==> src/rtl/key_debounce.sv <==
// key_debounce: four independent push-button debouncers with press/release
// pulses, auto-repeat while held, and a priority-encoded code of the most
// recently accepted press. Raw keys are active-low and asynchronous to clk.
module key_debounce #(
  parameter int DEBOUNCE_CYC = 1000000,
  parameter int HOLD_CYC     = 50000000,
  parameter int REPEAT_CYC   = 10000000
) (
  input  logic       clk,
  input  logic       rst_n,
  input  logic [3:0] key_in,
  output logic [3:0] key_level,
  output logic [3:0] key_press,
  output logic [3:0] key_release,
  output logic [3:0] key_repeat,
  output logic [1:0] key_code,
  output logic       key_valid
);

  // Counter only ever needs to reach (largest interval - 1).
  localparam int MAX_AB  = (DEBOUNCE_CYC > HOLD_CYC) ? DEBOUNCE_CYC : HOLD_CYC;
  localparam int MAX_CYC = (MAX_AB > REPEAT_CYC) ? MAX_AB : REPEAT_CYC;
  localparam int CNT_W   = (MAX_CYC > 1) ? $clog2(MAX_CYC) : 1;

  localparam logic [CNT_W-1:0] CNT_MAX     = '1;
  localparam logic [CNT_W-1:0] DEB_LAST    = CNT_W'(DEBOUNCE_CYC - 1);
  localparam logic [CNT_W-1:0] HOLD_LAST   = CNT_W'(HOLD_CYC - 1);
  localparam logic [CNT_W-1:0] REPEAT_LAST = CNT_W'(REPEAT_CYC - 1);

  typedef enum logic [1:0] {
    IDLE,
    PRESS_WAIT,
    PRESSED,
    RELEASE_WAIT
  } state_t;

  logic [3:0] sync1_reg;
  logic [3:0] sync2_reg;
  logic [3:0] press_next;
  logic [3:0] release_next;
  logic [3:0] repeat_next;
  logic [3:0] level_next;
  logic [1:0] code_next;

  // Two-flop synchronizer; resets to the released (high) level.
  always_ff @(posedge clk) begin
    if (!rst_n) begin
      sync1_reg <= 4'hF;
      sync2_reg <= 4'hF;
    end else begin
      sync1_reg <= key_in;
      sync2_reg <= sync1_reg;
    end
  end

  genvar gi;
  generate
    for (gi = 0; gi < 4; gi++) begin : g_key
      state_t           state_reg;
      state_t           state_next;
      logic [CNT_W-1:0] cnt_reg;
      logic [CNT_W-1:0] cnt_next;
      logic [CNT_W-1:0] cnt_inc;
      // Set once the first (HOLD) repeat has fired; later repeats use REPEAT.
      logic             repeating_reg;
      logic             repeating_next;
      logic             key_low;
      logic             pulse_press;
      logic             pulse_release;
      logic             pulse_repeat;

      assign key_low = ~sync2_reg[gi];
      assign cnt_inc = (cnt_reg == CNT_MAX) ? cnt_reg : cnt_reg + 1'b1;

      // Per-key state, counter and repeat-phase register.
      always_ff @(posedge clk) begin
        if (!rst_n) begin
          state_reg     <= IDLE;
          cnt_reg       <= '0;
          repeating_reg <= 1'b0;
        end else begin
          state_reg     <= state_next;
          cnt_reg       <= cnt_next;
          repeating_reg <= repeating_next;
        end
      end

      // Next-state logic and event pulses for one key.
      always_comb begin
        state_next     = state_reg;
        cnt_next       = cnt_reg;
        repeating_next = repeating_reg;
        pulse_press    = 1'b0;
        pulse_release  = 1'b0;
        pulse_repeat   = 1'b0;
        case (state_reg)
          IDLE: begin
            if (key_low) begin
              state_next = PRESS_WAIT;
              cnt_next   = '0;
            end
          end
          PRESS_WAIT: begin
            if (!key_low) begin
              state_next = IDLE;
              cnt_next   = '0;
            end else if (cnt_reg == DEB_LAST) begin
              state_next     = PRESSED;
              cnt_next       = '0;
              repeating_next = 1'b0;
              pulse_press    = 1'b1;
            end else begin
              cnt_next = cnt_inc;
            end
          end
          PRESSED: begin
            if (!key_low) begin
              state_next = RELEASE_WAIT;
              cnt_next   = '0;
            end else if (!repeating_reg && cnt_reg == HOLD_LAST) begin
              pulse_repeat   = 1'b1;
              repeating_next = 1'b1;
              cnt_next       = '0;
            end else if (repeating_reg && cnt_reg == REPEAT_LAST) begin
              pulse_repeat = 1'b1;
              cnt_next     = '0;
            end else begin
              cnt_next = cnt_inc;
            end
          end
          RELEASE_WAIT: begin
            if (key_low) begin
              // Bounce during release: still held, repeat timing restarts.
              state_next     = PRESSED;
              cnt_next       = '0;
              repeating_next = 1'b0;
            end else if (cnt_reg == DEB_LAST) begin
              state_next    = IDLE;
              cnt_next      = '0;
              pulse_release = 1'b1;
            end else begin
              cnt_next = cnt_inc;
            end
          end
          default: begin
            state_next = IDLE;
            cnt_next   = '0;
          end
        endcase
      end

      assign press_next[gi]   = pulse_press;
      assign release_next[gi] = pulse_release;
      assign repeat_next[gi]  = pulse_repeat;
      assign level_next[gi]   = (state_next == PRESSED) || (state_next == RELEASE_WAIT);
    end
  endgenerate

  // Lowest-index key wins when several presses are accepted together.
  always_comb begin
    code_next = 2'd0;
    if (press_next[0])      code_next = 2'd0;
    else if (press_next[1]) code_next = 2'd1;
    else if (press_next[2]) code_next = 2'd2;
    else if (press_next[3]) code_next = 2'd3;
  end

  // Registered outputs; key_code holds between accepted presses.
  always_ff @(posedge clk) begin
    if (!rst_n) begin
      key_level   <= 4'h0;
      key_press   <= 4'h0;
      key_release <= 4'h0;
      key_repeat  <= 4'h0;
      key_valid   <= 1'b0;
      key_code    <= 2'd0;
    end else begin
      key_level   <= level_next;
      key_press   <= press_next;
      key_release <= release_next;
      key_repeat  <= repeat_next;
      key_valid   <= |press_next;
      if (|press_next) key_code <= code_next;
    end
  end

endmodule

==> config.mk <==
export PLATFORM = sky130hd
export DESIGN_NAME = key_debounce
export DESIGN_NICKNAME = d
export VERILOG_FILES = /design/src/rtl/key_debounce.sv
export SDC_FILE = /design/constraint.sdc
export NUM_CORES = 1
export LEC_CHECK = 0
export CORE_AREA = 10 10 151 139
export CTS_BUF_LIST = sky130_fd_sc_hd__clkbuf_8
export DETAILED_ROUTE_END_ITERATION = 12
export DIE_AREA = 0 0 161 149
export GPL_ROUTABILITY_DRIVEN = 0
export PLACE_DENSITY_LB_ADDON = 0.3
export SLEW_MARGIN = 10
export SYNTH_ARGS = -nofsm -noshare
export SYNTH_HDL_FRONTEND = slang
export SYNTH_SLANG_ARGS = --single-unit
==> constraint.sdc <==
create_clock -name clk -period 3.06 [get_ports clk]
set_clock_uncertainty 0.2 [all_clocks]
set_input_delay 0.459 -clock clk [delete_from_list [all_inputs] [get_ports clk]]
set_output_delay 0.459 -clock clk [all_outputs]
set_load 0.02 [all_outputs]
==> results.yml <==
worst_setup_path:
  r2r_setup_slack_ns: 0.20
  r2r_cells: 8
  required_ns: 3.20
  cp_data_arrival_time_ns: 3.00
  crit_fanout: 13
  critPathCaptureType: "register"
  start_kind: "register"
  crit_type: "register to register"
yosys:
  yosys_warnings: 0
  syn_nets: 990
  synth_area_mm2: 0.007503
  synth.yosys.seq_area_share_pct: 37.89
  synth_edf_count: 0
  synthArstFlopShare_pct: 0
  synth_cell_types: 66
  synth_commonest_cells: "dfxtp_1 (142), nand2_1 (117), a31oi_1 (71)"
  ys_top_cells_by_area: "dfxtp_1 (38%), a31oi_1 (5.9%), nand2_1 (5.9%), nand3_1 (4.5%), a21oi_1 (3.9%)"
  ys_ff_latch: 142
  avgSynthCellArea_um2: 7.657
  yosysMostFrequentCell: "dfxtp_1"
  yosysTopAreaCell: "dfxtp_1"
  yosysTopAreaCellShare_pct: 37.89
  synth_flop_cell: "dfxtp_1"
  synth_cells: 980
cts:
  cts_buffer_depth: 2
  clkSinkCount: 142
  cts_tree: "yes"
  cts_buffers: 17
  post_cts_buffers: 0
  clk_latency_ns: 0.47
  clockRootBuffer: "clkbuf_8"
  cts.reportedPaths.clkPinSlew_ns: 0.08
  cts_repair_resize_count: 0
  hold_buffers: 0
  cts_htree_levels: 4
route:
  drt_wl_total_mm: 19.13
  ant_nets: 0
  vias: 7355
  drtIter0Drc: 525
  avgViaCountPerCell: 5.865
  route.detailed.drc: 0
  firstDrtPassIters: 5
  wl_per_cell_um: 15.25
timing:
  worst_pin_slew_ns: 0.7280
  final.min_clock_period_ns: 2.864
  fin_crit_sh_pct: 93.59
  fmax_mhz: 349.2
  finalSetupTns_ns: 0
  rsz0062_at_grt: "no"
  setup-violations-final: 0
  slew_violations: 0
  slew_headroom_pct: 51.24
  hold_violations: 0
floorplan:
  die_x_um: 161
  dieArea_mm2: 0.02399
  die_h_um: 149
  core_area_mm2: 0.01799
  rows: 47
  initial_utilization_pct: 41.70
  ioPinCount: 25
grt:
  grt_pass1_wl_mm: 32.15
  gr-usage-met1_pct: 22.03
  grt_use_total_pct: 15.87
  grt_pass1_vias: 6420
  antenna_found_initial: 0
  grtUsageMet2_pct: 23.74
  grt.busiest_layer: "met2"
  grt_max_degree: 47
  met3_usage_pct: 3.339
  grt_overflow_total: 0
power_and_ir_drop:
  peakVddDrop_uv: 275.0
  power_leakage_nw: 2.855
  power_density_mw_per_mm2: 450.6
worst_hold_path:
  min_path_type: "register to register"
  whs_path_depth: 1
layout:
  areaGrowthSynthToFinish_pct: 14.76
  antenna_cells: 0
  design_area_mm2: 0.008611
  layout.nets: 1006
  layoutNonFillerInstCount: 1254
  layout-drive-gt1-share_pct: 8.127
  largest_reg_flops: 104
placed_design:
  dp_hpwl_mm: 13.39
  numPortBuffers: 24
  placed_cells: 1222
  place_area_mm2: 0.008094
job:
  cap_violations: 0
outcome:
  status: "finished, final reports clean"
-- cells in the final DEF, fill, tap and decap left out, drive strengths merged, types with 4 or more instances in the layout --
| master | count |
|---|---|
| a31oi | 71 |
| or4b | 4 |
| a21o | 8 |
| xnor2 | 8 |
| a21oi | 60 |
| nor4 | 27 |
| and4 | 14 |
| nand4 | 40 |
| or4 | 7 |
| clkinv | 4 |
| a22o | 8 |
| o31ai | 4 |
| clkdlybuf4s50 | 24 |
| nand2 | 118 |
| and3 | 32 |
| nor3 | 38 |
| nor2 | 69 |
| bufinv | 7 |
| a211oi | 10 |
| clkbuf | 19 |
| and2 | 11 |
| o21ai | 49 |
| a41oi | 8 |
| buf | 32 |
| nand2b | 23 |
| xor2 | 12 |
| inv | 29 |
| or3 | 6 |
| dfxtp | 142 |
| nor4b | 6 |
| o22ai | 4 |
| ha | 4 |
| nand3 | 67 |
| nor3b | 6 |
-- critical path, stage by stage, from the launching register on --
cell,delay (ns)
dfxtp_1,0.46
or4b_1,0.45
or4_1,0.41
nor3_1,0.20
o21ai_1,0.19
a21o_1,0.36
buf_12,0.22
a41oi_1,0.20
a31oi_1,0.05
-- cell type report --
type,instances,area (um2)
tap,245,306.5
multi-input combinational,751,4348
fill,1786,9384
clock inverter,13,241.5
inverter,28,105.1
sequential,142,2843
timing repair buffer,56,505.5
clock buffer,19,261.5
-- logic make-up (layout without fill, tap and decap cells) --
kind of cell / after synthesis / in the layout / share of synthesized area, %
simple gates: 484 / 484 / 34.13
compound gates: 239 / 239 / 19.89
flops: 142 / 142 / 37.89
buf+inv: 87 / 116 / 4.536
xor+xnor: 20 / 20 / 2.335
fa+ha+maj: 4 / 4 / 0.6670
mux: 4 / 4 / 0.5503
-- per-layer routing --
layer  up-vias  wire length (um)
met5         -                 0
met2       176              8574
met3        22               911
met1      3467              9455
li1       3690                 -
met4         0               185
-- path summary, 6_finish.rpt --
kind	end	start
worst min-delay path	sync2_reg[1]	sync1_reg[1]
worst max register to register	g_key[0].cnt_reg[9]	g_key[0].cnt_reg[17]
worst min register to register	sync2_reg[1]	sync1_reg[1]
worst max-delay path	g_key[0].cnt_reg[9]	g_key[0].cnt_reg[17]
-- per-stage QoR --
stage	hold WS (ns)	total power (W)	worst slack, ns	utilization, %
2_1_floorplan	0.1863	0.001979	0.4435	-
3_3_place_gp	0.1929	0.002018	0.08690	44.98
3_5_place_dp	0.1937	0.002017	0.1136	44.98
4_1_cts	0.2114	0.003927	0.1196	47.78
5_1_grt	0.2394	0.004002	0.001723	47.85
6_report	0.2093	0.003880	0.1962	47.85
-- where the power goes --
part | total [W] | switching (W) | internal (W)
Clock | 0.00190 | 0.000735 | 0.00117
Sequential | 0.00187 | 0.0000122 | 0.00186
Combinational | 0.000107 | 0.0000717 | 0.0000355
Power figures use the tool's default switching activity.
